$ cat config.mk
export PLATFORM = sky130hd
export DESIGN_NAME = rand_request_arbiter_flat
export DESIGN_NICKNAME = d
export VERILOG_FILES = /design/src/rtl/rand_arb_pkg.sv /design/src/rtl/rand_request_arbiter_if.sv /design/src/rtl/rr_arbiter.sv /design/src/rtl/rand_request_arbiter.sv /design/src/flat_wrapper.sv
export SDC_FILE = /design/constraint.sdc
export NUM_CORES = 1
export LEC_CHECK = 0
export CELL_PAD_IN_SITES_DETAIL_PLACEMENT = 0
export CELL_PAD_IN_SITES_GLOBAL_PLACEMENT = 1
export CORE_MARGIN = 4
export CORE_UTILIZATION = 37
export CTS_BUF_LIST = sky130_fd_sc_hd__clkbuf_2
export CTS_CLUSTER_SIZE = 14
export DETAILED_ROUTE_END_ITERATION = 7
export PLACE_DENSITY_LB_ADDON = 0.1
export SLEW_MARGIN = 30
export SYNTH_ARGS = -nofsm -noshare
export SYNTH_HDL_FRONTEND = slang
export SYNTH_SLANG_ARGS = --single-unit
$ cat constraint.sdc
create_clock -name clk -period 5.7 [get_ports clk]
set_input_delay 1.14 -clock clk [delete_from_list [all_inputs] [get_ports clk]]
set_output_delay 1.14 -clock clk [all_outputs]
set_load 0.005 [all_outputs]
$ cat src/rtl/rand_arb_pkg.sv
// rand_arb_pkg: shared FSM state type and width helper for the random request arbiter.
package rand_arb_pkg;
  typedef enum logic [1:0] {IDLE, FIRE, SETTLE, DONE} rand_arb_state_t;
  function automatic int id_w(input int n);
    return (n < 2) ? 1 : $clog2(n);
  endfunction
endpackage

$ cat src/rtl/rand_request_arbiter_if.sv
// rand_request_arbiter_if: requester bus plus generator handshake of the random request arbiter.
interface rand_request_arbiter_if #(
  parameter int N_REQ = 4,
  parameter int SIZE_BITS = 8
) ();
  localparam int ID_W = rand_arb_pkg::id_w(N_REQ);
  logic [N_REQ-1:0] req;
  logic [N_REQ*SIZE_BITS-1:0] req_limit;
  logic rnd_rise;
  logic [SIZE_BITS-1:0] rnd_dout;
  logic valid;
  logic [ID_W-1:0] id;
  logic [SIZE_BITS-1:0] value;
  logic busy;
  logic exhausted;
  modport slave (
    input req, req_limit, rnd_dout,
    output rnd_rise, valid, id, value, busy, exhausted
  );
  modport master (
    output req, req_limit, rnd_dout,
    input rnd_rise, valid, id, value, busy, exhausted
  );
endinterface

$ cat src/rtl/rr_arbiter.sv
// rr_arbiter: combinational round-robin pick, searching from last_id+1 upward with wrap.
module rr_arbiter import rand_arb_pkg::*; #(
  parameter int N_REQ = 4,
  parameter int ID_W = id_w(N_REQ)
) (
  input  logic [N_REQ-1:0] req,
  input  logic [ID_W-1:0]  last_id,
  output logic             gnt_any,
  output logic [ID_W-1:0]  gnt_id
);
  logic [ID_W-1:0] k;
  assign gnt_any = |req;
  // Walk offsets from farthest to nearest so the nearest requester wins.
  always_comb begin
    gnt_id = '0;
    k = '0;
    for (int i = N_REQ; i >= 1; i--) begin
      k = ID_W'((int'(last_id) + i) % N_REQ);
      if (req[k]) gnt_id = k;
    end
  end
endmodule

$ cat src/rtl/rand_request_arbiter.sv
// rand_request_arbiter: shares one latched random generator among requesters,
// range-limiting each sample by rejection with a bounded retry fallback to 0.
module rand_request_arbiter import rand_arb_pkg::*; #(
  parameter int N_REQ = 4,
  parameter int SIZE_BITS = 8,
  parameter int MAX_RETRY = 7
) (
  input logic clk,
  input logic resetN,
  rand_request_arbiter_if.slave bus
);
  localparam int ID_W = id_w(N_REQ);
  localparam int RW = id_w(MAX_RETRY + 1);
  rand_arb_state_t state_q, state_d;
  logic [ID_W-1:0] win_id_q, win_id_d, last_id_q, last_id_d, gnt_id;
  logic [SIZE_BITS-1:0] limit_q, limit_d, value_q, value_d;
  logic [RW-1:0] retry_q, retry_d;
  logic exh_q, exh_d, gnt_any;
  logic [SIZE_BITS-1:0] lim [N_REQ];
  for (genvar g = 0; g < N_REQ; g++) begin : g_lim
    assign lim[g] = bus.req_limit[g*SIZE_BITS +: SIZE_BITS];
  end
  rr_arbiter #(.N_REQ(N_REQ), .ID_W(ID_W)) u_rr (
    .req(bus.req),
    .last_id(last_id_q),
    .gnt_any(gnt_any),
    .gnt_id(gnt_id)
  );
  always_ff @(posedge clk or negedge resetN) begin
    if (!resetN) begin
      state_q <= IDLE;
      win_id_q <= '0;
      last_id_q <= '0;
      limit_q <= '0;
      value_q <= '0;
      retry_q <= '0;
      exh_q <= 1'b0;
    end else begin
      state_q <= state_d;
      win_id_q <= win_id_d;
      last_id_q <= last_id_d;
      limit_q <= limit_d;
      value_q <= value_d;
      retry_q <= retry_d;
      exh_q <= exh_d;
    end
  end
  always_comb begin
    state_d = state_q;
    win_id_d = win_id_q;
    last_id_d = last_id_q;
    limit_d = limit_q;
    value_d = value_q;
    retry_d = retry_q;
    exh_d = exh_q;
    case (state_q)
      IDLE: if (gnt_any) begin
        win_id_d = gnt_id;
        limit_d = lim[gnt_id];
        retry_d = '0;
        exh_d = 1'b0;
        state_d = FIRE;
      end
      FIRE: state_d = SETTLE;
      SETTLE: begin
        // Requester withdrew: drop the sample without touching fairness state.
        if (!bus.req[win_id_q]) state_d = IDLE;
        else if (limit_q == '0 || bus.rnd_dout < limit_q) begin
          value_d = bus.rnd_dout;
          state_d = DONE;
        end else if (retry_q < RW'(MAX_RETRY)) begin
          retry_d = retry_q + 1'b1;
          state_d = FIRE;
        end else begin
          value_d = '0;
          exh_d = 1'b1;
          state_d = DONE;
        end
      end
      default: begin
        last_id_d = win_id_q;
        state_d = IDLE;
      end
    endcase
  end
  assign bus.rnd_rise = state_q == FIRE;
  assign bus.valid = state_q == DONE;
  assign bus.id = win_id_q;
  assign bus.value = value_q;
  assign bus.busy = state_q != IDLE;
  assign bus.exhausted = (state_q == DONE) && exh_q;
endmodule
$ cat src/flat_wrapper.sv
// flat-port wrapper written by rule: the top's interface ports become plain ports
module rand_request_arbiter_flat import rand_arb_pkg::*;
#(
  parameter int N_REQ = 4,
  parameter int SIZE_BITS = 8,
  parameter int MAX_RETRY = 7
)
  (clk, resetN, bus_req, bus_req_limit, bus_rnd_dout, bus_rnd_rise, bus_valid, bus_id, bus_value, bus_busy, bus_exhausted);
  rand_request_arbiter_if #(.N_REQ(N_REQ), .SIZE_BITS(SIZE_BITS)) bus_i ();
  input logic clk;
  input logic resetN;
  input wire logic [$bits(bus_i.req)-1:0] bus_req;
  input wire logic [$bits(bus_i.req_limit)-1:0] bus_req_limit;
  input wire logic [$bits(bus_i.rnd_dout)-1:0] bus_rnd_dout;
  output wire logic [$bits(bus_i.rnd_rise)-1:0] bus_rnd_rise;
  output wire logic [$bits(bus_i.valid)-1:0] bus_valid;
  output wire logic [$bits(bus_i.id)-1:0] bus_id;
  output wire logic [$bits(bus_i.value)-1:0] bus_value;
  output wire logic [$bits(bus_i.busy)-1:0] bus_busy;
  output wire logic [$bits(bus_i.exhausted)-1:0] bus_exhausted;
  assign bus_i.req = bus_req;
  assign bus_i.req_limit = bus_req_limit;
  assign bus_i.rnd_dout = bus_rnd_dout;
  assign bus_rnd_rise = bus_i.rnd_rise;
  assign bus_valid = bus_i.valid;
  assign bus_id = bus_i.id;
  assign bus_value = bus_i.value;
  assign bus_busy = bus_i.busy;
  assign bus_exhausted = bus_i.exhausted;
  rand_request_arbiter #(.N_REQ(N_REQ), .SIZE_BITS(SIZE_BITS), .MAX_RETRY(MAX_RETRY)) u_core (.clk(clk), .resetN(resetN), .bus(bus_i));
endmodule
==> impl_summary.log, run 1 <==
[metrics] run status: finished clean
[metrics] Synth Area in Compound Gates: approximately 14%
[metrics] number of port buffers: 59
[metrics] crit-path max cell delay: about 0.43 ns
[metrics] number of buffer and inverter instances along the worst setup path: 1
[metrics] first-pass GRT wire length: approximately 6.4 mm
[metrics] post-layout min period: between 2 and 3 ns
[metrics] Die Wd: roughly 74 µm
[metrics] placement row count: 23
[metrics] Power Internal: roughly 0.00059 W
[metrics] Cell Pwr Density: 413 mW/mm²
[metrics] Antenna Nets Post-Route: 0
[metrics] Routed Wire Length: around 3.9 mm
[metrics] HPWL after DPL: about 3.2 mm
[metrics] Synth Instances: between 150 and 200
[metrics] die boundary height: approximately 74 µm
[metrics] fin. max-slew vios: 0
[metrics] largest buffer count on any clock path: 2
[metrics] unrepaired setup endpoints after global routing: false
[metrics] number of global-route vias before repair: 1,431
[metrics] antenna violations before repair: 0
[metrics] maximum operating frequency: 0.345 GHz
[metrics] top-level port count: 60
[metrics] xor/xnor cell area share of the yosys netlist: 0%
[metrics] effective utilization at floorplan: 39.5%
[metrics] final number of setup-violating endpoints: 0
[metrics] total clock sinks: 26
[metrics] sequential area share after synthesis: between 30 and 40%
[metrics] period utilization: about half
[metrics] count of state elements after synthesis: 26
[metrics] normalized max-slew margin: between 60% and 70%
[metrics] cell class contributing the biggest share of worst-path delay: compound AO/OA/AOI/OAI gates
[metrics] average size of a mapped cell: between 10 and 15 µm²
[metrics] main area contributors after synthesis: sky130_fd_sc_hd__dfrtp_1 40%, sky130_fd_sc_hd__mux2i_1 15%, sky130_fd_sc_hd__mux2_2 8.3%, sky130_fd_sc_hd__ha_1 6.1%, sky130_fd_sc_hd__a22o_1 4.3%
[metrics] violation count after the first detailed-route iteration: 52
[metrics] reported net switching power: between 0.0003 and 0.0004 W
[metrics] root buf cell: sky130_fd_sc_hd__clkbuf_2
[metrics] area fraction in and, or, nand and nor cells after synthesis: between 10 and 15%
[metrics] fraction of power consumed by the clock network: between 7 and 8%
[metrics] crit start category: input pin
[metrics] endpoint kind of the worst setup timing path: flop
[metrics] MaxCap Viol Count: 0
[metrics] largest area contributor in the netlist: sky130_fd_sc_hd__dfrtp_1
[metrics] final-report hold violation count: 0
[metrics] setup bufs post-CTS: 0
[metrics] area share of the leading cell type in the synthesized netlist: between 30% and 40%
[metrics] hold bufs inserted after CTS: 0
[metrics] Gates resized, CTS repair: 0
[metrics] Fin Setup TNS: 0 ns
[metrics] main combinational cell family by area after synthesis: multiplexers
[metrics] 1st-pass router iterations: 4
[metrics] Critical Setup Path Class: in2reg
[metrics] proportion of synthesized area in mux cells: 24.3%
[metrics] via-per-instance ratio: between 5 and 6
[metrics] area grow syn2layout: 39.6%
[metrics] Power Total: between 0.0009 and 0.001 W
[metrics] most common cell after layout, fill and taps aside: sky130_fd_sc_hd__clkdlybuf4s50_1
[metrics] diodes inserted: 0
[metrics] Via Count: about 1,400
[metrics] maximum fanout count along the critical path: 9
[metrics] clock tree from TritonCTS: done
[metrics] largest net degree at the start of global routing: 27
[metrics] commonest cells after routing, fill and taps aside: 58 x sky130_fd_sc_hd__clkdlybuf4s50_1, 26 x sky130_fd_sc_hd__dfrtp_1, 24 x sky130_fd_sc_hd__mux2i_1
[metrics] clock-pin slew reported for the worst setup and hold paths after clock tree synthesis: 0.25 ns
[metrics] highest-delay cell along the critical path: sky130_fd_sc_hd__clkdlybuf4s50_1
[metrics] insertion delay to the later sink of the worst-skew pair: approximately 0.36 ns
[metrics] library cells used by synthesis: 33
[metrics] floorplan core area: slightly above 0.004 mm²
[metrics] Mapped Area: approximately 0.0016 mm²
[metrics] required time reported for the critical path endpoint: just under 6 ns
[metrics] synthesized-area fraction occupied by adder cells: between 6 and 7%
[metrics] fraction of power spent switching nets: roughly 37%
[metrics] cells traversed along the worst timing path: clkdlybuf4s50_1 -> ha_1 -> a2111o_1 -> a211o_1 -> a31o_1 -> a22o_1
[metrics] DRC errors left: 0
[metrics] number of buffers added by the clock tree synthesis step: 3
[metrics] worst slew pin tran: roughly 0.58 ns
[metrics] Mapped Nets: 207
[metrics] routed length per placed instance: 14.6 µm
[metrics] Synth warnings: 0
[metrics] endpoint arrival time on the critical path: between 3 and 4 ns
[metrics] Max H-tree Level: 1
[metrics] # fillers: roughly 370
[metrics] Layout Skew: around 0.012 ns
[metrics] Sequential Power Share: 35.2%
[metrics] peak ir drop on the vdd network: between 0.0002 and 0.00025 V
[metrics] combinational share of power: roughly 57%
[metrics] fraction of final layout cells sized beyond drive strength 1: between 10% and 20%
[metrics] fin nets: roughly 270
[metrics] full die area: about 0.0055 mm²
[metrics] routability-driven placement congestion ratio: roughly 0.80
[metrics] All-Layer GR Usage: roughly 15%
[metrics] overflow left after global routing: 0
[metrics] leakage dissipation: between 1 and 1.5 nW
[metrics] kind of path behind the tightest hold check: reg2reg
-- stage by stage --
stage	setup WS, ns	instance area [µm²]	std cells	utilization [%]	hold slack, ns
finish	2.80	2280	263	55.1	0.534
CTS	2.80	2280	263	55.1	0.536
global placement	2.43	2270	259	54.8	0.483
detailed placement	2.39	2260	259	54.6	0.484
floorplan	2.96	1640	153	-	0.467
global route	2.75	2280	263	55.1	0.556
-- layer usage --
| metal | global-route usage (%) | vias to the layer above | part of all wire, % |
|---|---|---|---|
| met5 | 0 | - | 0 |
| met4 | 1.19 | 0 | 0.18 |
| met3 | 3.92 | 2 | 4.9 |
| met2 | 27.1 | 34 | 52 |
| met1 | 17.4 | 650 | 43 |
| li1 | - | 688 | - |
-- final cells by class --
class	instances	area (µm²)	area share, %
repair buffers	61	601	26.3
well taps	50	62.6	2.74
clock buffers	3	15.0	0.658
clock inverters	1	3.75	0.164
inverters	11	41.3	1.81
flip-flops and latches	26	651	28.5
multi-input cells	111	910	39.8
-- cell usage after synthesis (all sizes together) --
| cell type | count |
|---|---|
| ha | 8 |
| clkbuf | 1 |
| a31o | 1 |
| nand4 | 4 |
| nand2b | 5 |
| a31oi | 2 |
| nor3 | 1 |
| nor2b | 2 |
| o21a | 1 |
| a2111o | 1 |
| nor2 | 5 |
| nand3 | 4 |
| dfrtp | 26 |
| o21ai | 7 |
| o211ai | 1 |
| and3 | 1 |
| buf | 4 |
| or3b | 1 |
| nand2 | 6 |
| a211oi | 2 |
| a21oi | 7 |
| inv | 11 |
| mux2i | 24 |
| nor4 | 3 |
| mux2 | 12 |
| nor3b | 1 |
| mux4 | 1 |
| a22o | 8 |
| a211o | 2 |
| or2 | 1 |
-- worst register-to-register path, stage by stage (launching register included) --
cell                       delay [ns]
sky130_fd_sc_hd__dfrtp_1         0.43
sky130_fd_sc_hd__inv_1           0.08
sky130_fd_sc_hd__ha_1            0.22
sky130_fd_sc_hd__a2111o_1        0.39
sky130_fd_sc_hd__a211o_1         0.35
sky130_fd_sc_hd__a31o_1          0.35
sky130_fd_sc_hd__a22o_1          0.22
-- power by group through the flow --
stage               clock network [W]  logic [W]  registers [W]
floorplan                           0   0.000361       0.000325
finish                      0.0000705   0.000540       0.000332
global placement                    0   0.000534       0.000336
CTS                         0.0000707   0.000551       0.000333
global route                0.0000769   0.000602       0.000346
detailed placement                  0   0.000550       0.000335
-- flip-flops by register name, summed over array words and instances, names as in the netlist --
signal,count
u_core.limit_q,8
u_core.bus.id,2
u_core.state_q,2
u_core.bus.value,8
u_core.exh_q,1
u_core.last_id_q,2
u_core.retry_q,3
-- worst paths after layout --
| path | start | end | slack (ns) | cells past startpoint |
|---|---|---|---|---|
| min in group asynchronous | resetN | u_core.bus.value[6] | 0.73 | 1 |
| hold reg to reg | u_core.bus.value[4] | u_core.bus.value[4] | 0.53 | 1 |
| hold / removal | u_core.bus.value[4] | u_core.bus.value[4] | 0.53 | 1 |
| setup reg to reg | u_core.limit_q[1] | u_core.bus.value[7] | 3.57 | 6 |
| max in group asynchronous | resetN | u_core.retry_q[0] | 4.59 | 1 |
| setup / recovery | bus_rnd_dout[1] | u_core.bus.value[7] | 2.80 | 6 |
-- kinds of logic after synthesis --
group	Yosys count
mux	37
simple gates	34
compound gates	32
flops	26
buf+inv	16
fa+ha+maj	8
(Power assumes the default switching activity.)
==> run 2: changes to the inputs <==
CORE_UTILIZATION = 35   (was 37)
clock period = 3.04 ns   (was 5.7 ns; I/O delays follow)
==> impl_summary.log, run 2 (synthesis gave the netlist of run 1 again) <==
[metrics] run status: finished clean (unchanged)
[metrics] normalized max-slew margin: 66.8% (was 61.6%)
[metrics] Fin Setup TNS: 0 ns (unchanged)
[metrics] Antenna Nets Post-Route: 0 (unchanged)
[metrics] setup bufs post-CTS: 0 (unchanged)
[metrics] MaxCap Viol Count: 0 (unchanged)
[metrics] Gates resized, CTS repair: 0 (unchanged)
[metrics] die boundary height: 76.4 µm (was 74.5 µm)
[metrics] least setup slack across all paths after layout: 0.607 ns (was 2.80 ns)
[metrics] pre-CTS setup slack: 0.207 ns (was 2.39 ns)
[metrics] maximum fanout count along the critical path: 9 (unchanged)
[metrics] period utilization: between 80% and 90%
[metrics] top-level port count: 60 (unchanged)
[metrics] root buf cell: sky130_fd_sc_hd__clkbuf_2 (unchanged)
[metrics] CP startpoint: bus_rnd_dout[1] (unchanged)
[metrics] overflow left after global routing: 0 (unchanged)
[metrics] 1st-pass router iterations: 4 (unchanged)
[metrics] clock-pin slew reported for the worst setup and hold paths after clock tree synthesis: 0.23 ns (was 0.25 ns)
[metrics] Max H-tree Level: 1 (unchanged)
[metrics] routed length per placed instance: 15.8 µm (was 14.6 µm)
[metrics] effective utilization at floorplan: 36.8% (was 39.5%)
[metrics] post-layout min period: roughly 2.4 ns
[metrics] final cell count without fillers: 266 (was 263)
[metrics] worst slew pin tran: 0.493 ns (was 0.576 ns)
[metrics] via-per-instance ratio: 5.42 (was 5.22)
[metrics] most common cell after layout, fill and taps aside: sky130_fd_sc_hd__clkdlybuf4s50_1 (unchanged)
[metrics] floorplan core area: 0.00444 mm² (was 0.00414 mm²)
[metrics] area grow syn2layout: 42.9% (was 39.6%)
[metrics] unrepaired setup endpoints after global routing: false (unchanged)
[metrics] insertion delay to the later sink of the worst-skew pair: 0.36 ns (about the same)
[metrics] Routed Wire Length: 4.20 mm (was 3.85 mm)
[metrics] number of port buffers: 59 (unchanged)
[metrics] largest buffer count on any clock path: 2 (unchanged)
[metrics] DP Cell Count: 262 (was 259)
[metrics] worst reg2reg path depth: 6 (unchanged)
[metrics] number of global-route vias before repair: 1,460 (was 1,431)
[metrics] # fillers: 412 (was 365)
[metrics] maximum operating frequency: 0.411 GHz
[metrics] DRC errors left: 0 (unchanged)
[metrics] Cell Pwr Density: 809 mW/mm² (was 413 mW/mm²)
[metrics] All-Layer GR Usage: 14.3% (was 14.6%)
[metrics] kind of path behind the tightest hold check: reg2reg (unchanged)
[metrics] Die Wd: 76.4 µm (was 74.5 µm)
[metrics] required time reported for the critical path endpoint: 3.31 ns (was 5.97 ns)
[metrics] full die area: 0.00583 mm² (was 0.00555 mm²)
[metrics] reg2reg setup slack: 0.87 ns (was 3.57 ns)
[metrics] antenna violations before repair: 0 (unchanged)
[metrics] endpoint arrival time on the critical path: 2.70 ns (was 3.18 ns)
[metrics] first-pass GRT wire length: 6.80 mm (was 6.36 mm)
[metrics] HPWL after DPL: 3.36 mm (was 3.16 mm)
[metrics] peak ir drop on the vdd network: 0.000380 V (was 0.000201 V)
[metrics] reg-to-reg critical path startpoint: u_core.limit_q[1] (unchanged)
[metrics] largest net degree at the start of global routing: 27 (unchanged)
[metrics] fraction of final layout cells sized beyond drive strength 1: 11.2% (was 10.8%)
[metrics] violation count after the first detailed-route iteration: 58 (was 52)
[metrics] endpoint kind of the worst setup timing path: flop (unchanged)
[metrics] commonest cells after routing, fill and taps aside: 59 x sky130_fd_sc_hd__clkdlybuf4s50_1, 26 x sky130_fd_sc_hd__dfrtp_1, 24 x sky130_fd_sc_hd__mux2i_1 (was 58 x sky130_fd_sc_hd__clkdlybuf4s50_1, 26 x sky130_fd_sc_hd__dfrtp_1, 24 x sky130_fd_sc_hd__mux2i_1)
[metrics] routability-driven placement congestion ratio: 0.777 (was 0.795)
[metrics] Worst Hold Slack: 0.531 ns (was 0.534 ns)
[metrics] hold depth: 1 (unchanged)
[metrics] Via Count: 1,441 (was 1,374)
[metrics] leakage dissipation: 1.04 nW (was 1.02 nW)
[metrics] hold path startpoint: u_core.bus.value[4] (unchanged)
[metrics] Critical Setup Path Class: in2reg (unchanged)
[metrics] total clock sinks: 26 (unchanged)
[metrics] clock tree from TritonCTS: done (unchanged)
[metrics] crit start category: input pin (unchanged)
[metrics] reg2reg end: u_core.bus.value[2] (was u_core.bus.value[7])
[metrics] placement row count: 24 (was 23)
[metrics] fin. max-slew vios: 0 (unchanged)
[metrics] area taken by multi-input logic gates: 910 µm² (unchanged)
[metrics] hold bufs inserted after CTS: 0 (unchanged)
[metrics] number of buffers added by the clock tree synthesis step: 3 (unchanged)
[metrics] final-report hold violation count: 0 (unchanged)
[metrics] fin nets: 269 (was 268)
[metrics] Endpoint, Worst Hold: u_core.bus.value[4] (unchanged)
[metrics] Power Total: 0.00189 W (was 0.000943 W)
[metrics] FF+latch area: 651 µm² (unchanged)
[metrics] diodes inserted: 0 (unchanged)
[metrics] Layout Skew: 0.0149 ns (was 0.0118 ns)
[metrics] final number of setup-violating endpoints: 0 (unchanged)
[run 2: changes by cell type in the layout (fill, tap and decap cells not counted)]
cell,delta
sky130_fd_sc_hd__clkinv_1,-1
sky130_fd_sc_hd__bufinv_16,+1
sky130_fd_sc_hd__clkdlybuf4s50_1,+1
sky130_fd_sc_hd__buf_2,-1
sky130_fd_sc_hd__buf_12,+1
[run 2: critical path, cell delays in order]
cell	delay, ns
sky130_fd_sc_hd__clkdlybuf4s50_1	0.44
sky130_fd_sc_hd__ha_1	0.30
sky130_fd_sc_hd__a2111o_1	0.39
sky130_fd_sc_hd__a211o_1	0.36
sky130_fd_sc_hd__a31o_1	0.36
sky130_fd_sc_hd__a22o_1	0.23
[run 2: worst max-delay path by stage]
stage / cells after the start / end
after floorplan: 6 / u_core.bus.value[0]
after global placement: 6 / u_core.bus.value[2]
after detailed placement: 6 / u_core.bus.value[2]
after CTS: 6 / u_core.bus.value[2]
after global routing: 6 / u_core.bus.value[2]
final: 6 / u_core.bus.value[2]
[run 2: where the power goes]
part	internal [W]	total, W	switching [W]
Clock	0.000113	0.000218	0.000105
Sequential	0.000503	0.000631	0.000129
Combinational	0.000592	0.00104	0.000449
Total	0.00121	0.00189	0.000682
[run 2: final cells by class]
type	instances	area share, %
multi-input cells	111	38.9
flip-flops and latches	26	27.8
repair buffers	62	26.8
well taps	52	2.78
inverters	11	1.77
clock inverters	1	1.28
clock buffers	3	0.642
[run 2: through the flow]
step | area [µm²] | utilization [%]
2_1_floorplan | 1640 | -
3_3_place_gp | 2290 | 51.6
3_5_place_dp | 2290 | 51.6
4_1_cts | 2340 | 52.6
5_1_grt | 2340 | 52.6
6_report | 2340 | 52.6
[run 2: layer usage]
layer	vias up	global-route usage [%]	share of wire, %
met2	38	26.6	55
li1	691	-	-
met1	710	16.2	40
met3	2	3.43	4.7
met5	-	0	0
met4	0	3.62	0.57
